$ cat config.mk
export PLATFORM = sky130hd
export DESIGN_NAME = perm_round_ctrl
export DESIGN_NICKNAME = d
export VERILOG_FILES = /design/src/rtl/perm_round_ctrl.sv
export SDC_FILE = /design/constraint.sdc
export NUM_CORES = 1
export LEC_CHECK = 0
export ABC_CLOCK_PERIOD_IN_PS = 1400
export CORE_MARGIN = 4
export CORE_UTILIZATION = 30
export DETAILED_ROUTE_END_ITERATION = 8
export SKIP_CTS_REPAIR_TIMING = 1
export SLEW_MARGIN = 30
export SYNTH_ARGS = -nofsm -noshare
export SYNTH_HDL_FRONTEND = slang
export SYNTH_SLANG_ARGS = --single-unit
$ cat constraint.sdc
create_clock -name clock_i -period 1.4 [get_ports clock_i]
set_input_delay 0.21 -clock clock_i [delete_from_list [all_inputs] [get_ports clock_i]]
set_output_delay 0.21 -clock clock_i [all_outputs]
set_load 0.005 [all_outputs]
$ cat src/rtl/perm_round_ctrl.sv
// Round controller for an Ascon-style permutation: sequences p12/p6 (and p8 when
// ASCON_P8_ROUNDS_EN is defined) through IDLE -> RUN -> DONE.
module perm_round_ctrl (
  input  logic       clock_i,
  input  logic       reset_i,
  input  logic       start_i,
  input  logic [1:0] mode_i,
  output logic [3:0] round_o,
  output logic       sel_init_o,
  output logic       en_state_o,
  output logic       busy_o,
  output logic       done_o
);

  typedef enum logic [1:0] {
    IDLE = 2'd0,
    RUN  = 2'd1,
    DONE = 2'd2
  } state_t;

  localparam logic [3:0] LAST_ROUND = 4'd11;

  state_t     state, state_next;
  logic [3:0] cnt, cnt_next;
  logic [1:0] mode_q, mode_next;

  // Rounds always end at index 11, so a shorter permutation simply starts later.
  function automatic logic [3:0] first_idx(input logic [1:0] m);
    case (m)
      2'b00:   first_idx = 4'd0;
      2'b01:   first_idx = 4'd6;
`ifdef ASCON_P8_ROUNDS_EN
      2'b10:   first_idx = 4'd4;
`endif
      default: first_idx = 4'd0;
    endcase
  endfunction

  function automatic logic valid_mode(input logic [1:0] m);
    case (m)
      2'b00, 2'b01: valid_mode = 1'b1;
`ifdef ASCON_P8_ROUNDS_EN
      2'b10:        valid_mode = 1'b1;
`endif
      default:      valid_mode = 1'b0;
    endcase
  endfunction

  always_ff @(posedge clock_i) begin
    if (reset_i) begin
      state  <= IDLE;
      cnt    <= 4'd0;
      mode_q <= 2'b00;
    end else begin
      state  <= state_next;
      cnt    <= cnt_next;
      mode_q <= mode_next;
    end
  end

  always_comb begin
    state_next = state;
    cnt_next   = cnt;
    mode_next  = mode_q;
    round_o    = 4'd0;
    sel_init_o = 1'b0;
    en_state_o = 1'b0;
    busy_o     = 1'b0;
    done_o     = 1'b0;
    case (state)
      IDLE: begin
        if (start_i && valid_mode(mode_i)) begin
          state_next = RUN;
          cnt_next   = first_idx(mode_i);
          mode_next  = mode_i;
        end
      end
      RUN: begin
        busy_o     = 1'b1;
        en_state_o = 1'b1;
        round_o    = cnt;
        // The latched mode identifies the first round, so mode_i may change freely.
        sel_init_o = (cnt == first_idx(mode_q));
        if (cnt == LAST_ROUND) begin
          state_next = DONE;
          cnt_next   = 4'd0;
        end else begin
          cnt_next = cnt + 4'd1;
        end
      end
      DONE: begin
        busy_o     = 1'b1;
        done_o     = 1'b1;
        state_next = IDLE;
      end
      default: begin
        state_next = IDLE;
        cnt_next   = 4'd0;
      end
    endcase
  end

endmodule

==> flow_metrics.tcl <==
set metrics [dict create \
    grt_pass1_wl_um 1970 \
    layout.cells.non_filler 113 \
    dp.cells 100 \
    rr_worst_depth 6 \
    syn_inst 60 \
    min_path_type "reg -> reg" \
    critical_path.endpoint "cnt[3]$_SDFFE_PP0P_" \
    rr_endpoint "cnt[3]$_SDFFE_PP0P_" \
    drc 0 \
    die_area_um2 2350 \
    seqCellArea_um2 168 \
    core_area_um2 1520 \
    start_util_pct 32.3 \
    via_count 568 \
    die_height_um 48.5 \
    firstDrtPassIters 6 \
    setup_ws_ns -0.144 \
    clk_pin_slew_worst_paths_ns 0.06 \
    drv_slew 0 \
    slowest_delay_ns 0.48 \
    final.period_utilization_pct 110 \
    fill_cells 132 \
    endpoint_kind "register" \
    grt_max_degree 9 \
    cp_slowest_cell "or4_4" \
    hpwl_um 947 \
    nets 108 \
    tightest_slew_ns 0.320 \
    setup_violations 7 \
    synth_cell_type_count 26 \
    numCtsBuffers 3 \
    grt_pass1_vias 479 \
    via_per_inst 5.03 \
    ios 13 \
    path_class "reg -> reg" \
    yosysWarnings 0 \
    r2r_slack_ns -0.14 \
    synth_area_um2 492 \
    cts_tree "done" \
    wl_per_cell_um 12.7 \
    grt_usage_pct 10.5 \
    syn2layout_area_growth_pct 93.9 \
    cts.htree.levels 1 \
    syn-num-nets 69 \
    violations "negative setup slack" \
    min_period_ns 1.54 \
    skew_ns 0.00574 \
    status "complete, but fails checks" \
    powerDensity_nw_per_um2 928 \
    hold_viol 0 \
    cts-root-buf "clkbuf_4" \
    setup.worst_path.start "state[1]$_SDFFE_PP0P_" \
    cp_data_required_time_ns 1.59 \
    layout_common_cells "buf_4 (18), buf_6 (8), nand2_1 (7)" \
    max-vdd-ir-drop_v 0.000487 \
    io_buffer_count 12 \
    cp_max_fo 3 \
    ant_nets 0 \
    routed_wl_um 1430 \
    multi_input_area_um2 408 \
    drt_iter0_drc 11 \
    antennaDiodeCount 0 \
    gp_congestion 0.744 \
    insertion_delay_ns 0.25 \
    grt_overflow_total 0 \
    final_common_cell "buf_4" \
    layout-drive-gt1-share_pct 54.6 \
    cts_sinks 8 \
    worstPathCellList "inv_4, buf_6, ha_4, a21o_1, or4_4, a21oi_2" \
    critPathLaunchType "register" \
    final_util_pct 62.6 \
    die_w_um 48.5 \
    syn_avg_cell_area_um2 8.20 \
    ys_seq_area_share_pct 32.6 \
    maxSlewHeadroom_pct 78.6 \
    yosys_register_bits 8 \
    num_rows 14 \
    fmax_mhz 648 \
    crit_arrival_ns 1.73 \
    clk_path_buf_depth 2 \
    r2r_start "state[1]$_SDFFE_PP0P_" \
    preCtsSetupSlack_ns -0.284 \
    p_leak_nw 0.465 \
    timing.hold.ws_ns 0.512 \
    antenna_found_initial 0 \
    cap_violations 0 \
    grt_setup_unrepaired "true" \
]
cell usage after synthesis:
cell | count | share of area, %
a21o_1 | 1 | 1.5
nand2_1 | 8 | 6.1
and3b_1 | 1 | 1.8
nand2_2 | 1 | 1.3
nor2_1 | 3 | 2.3
mux2i_1 | 1 | 2.0
nor4b_1 | 1 | 1.8
ha_1 | 4 | 10
nand3b_1 | 2 | 3.1
nand3_1 | 1 | 1.0
nand2b_4 | 1 | 2.8
a2bb2oi_1 | 1 | 1.8
or3_2 | 1 | 1.5
o21ai_0 | 2 | 2.0
nor2b_1 | 2 | 2.5
inv_1 | 2 | 1.5
nand2b_1 | 1 | 1.3
a21oi_1 | 8 | 8.1
and2_1 | 3 | 3.8
and2_2 | 1 | 1.5
buf_1 | 1 | 0.76
buf_4 | 1 | 1.5
dfxtp_1 | 8 | 33
nor3_1 | 2 | 2.0
a311oi_1 | 2 | 3.6
or4_1 | 1 | 1.5
sequential cells by signal, summed over array words and instances, names as in the netlist:
signal / flops
state: 2
mode_q: 2
cnt: 4
metal layers:
layer,vias to the layer above,routed length (um),track usage (%)
met4,0,0,4.04
met3,0,44,2.76
li1,286,-,-
met5,-,0,0
met1,267,649,12.8
met2,15,739,17.4
stage by stage:
stage	power, mW	TNS (ns)	area [um2]
2_1_floorplan	0.436	0	536
3_3_place_gp	0.573	-1.13	766
3_5_place_dp	0.575	-1.27	766
4_1_cts	0.763	-3.03	788
5_1_grt	0.950	-1.15	953
6_report	0.885	-0.601	953
critical path, delay by kind of cell, from the launching register on:
kind	cells	cell delay [ns]
and+or+nand+nor	1	0.48
DFF	1	0.35
AOI/OAI and AO/OA	2	0.34
buffers and inverters	2	0.16
adders and majority gates	1	0.15
area by class of cell:
| class | instances | share of cell area (%) |
|---|---|---|
| Clock buffer | 3 | 2.36 |
| Sequential cell | 8 | 17.6 |
| Inverter | 2 | 1.05 |
| Multi-Input combinational cell | 48 | 42.8 |
| Tap cell | 16 | 2.10 |
| Timing Repair Buffer | 36 | 34.1 |
where the power goes:
part / total (mW) / internal (mW) / switching [mW]
Combinational: 0.432 / 0.257 / 0.175
Clock: 0.180 / 0.0984 / 0.0819
Sequential: 0.273 / 0.251 / 0.0212
cells by family after synthesis:
group                      after synthesis  share of synthesized area [%]
DFF                                      8                           32.6
and+or+nand+nor                         29                           34.4
buffers and inverters                    4                           3.82
muxes                                    1                           2.04
adders and majority gates                4                           10.2
AOI/OAI and AO/OA                       14                           17.1
worst min path at each step:
stage                           startpoint                endpoint  slack [ns]  cells after the start
finish              mode_q[1]$_SDFFE_PP0P_  mode_q[1]$_SDFFE_PP0P_        0.51                      1
global route        mode_q[1]$_SDFFE_PP0P_  mode_q[1]$_SDFFE_PP0P_        0.52                      1
CTS                 mode_q[1]$_SDFFE_PP0P_  mode_q[1]$_SDFFE_PP0P_        0.51                      1
detailed placement  mode_q[1]$_SDFFE_PP0P_  mode_q[1]$_SDFFE_PP0P_        0.50                      1
global placement    mode_q[1]$_SDFFE_PP0P_  mode_q[1]$_SDFFE_PP0P_        0.49                      1
floorplan                        mode_i[0]  mode_q[0]$_SDFFE_PP0P_        0.35                      2
Power figures use the tool's default switching activity.
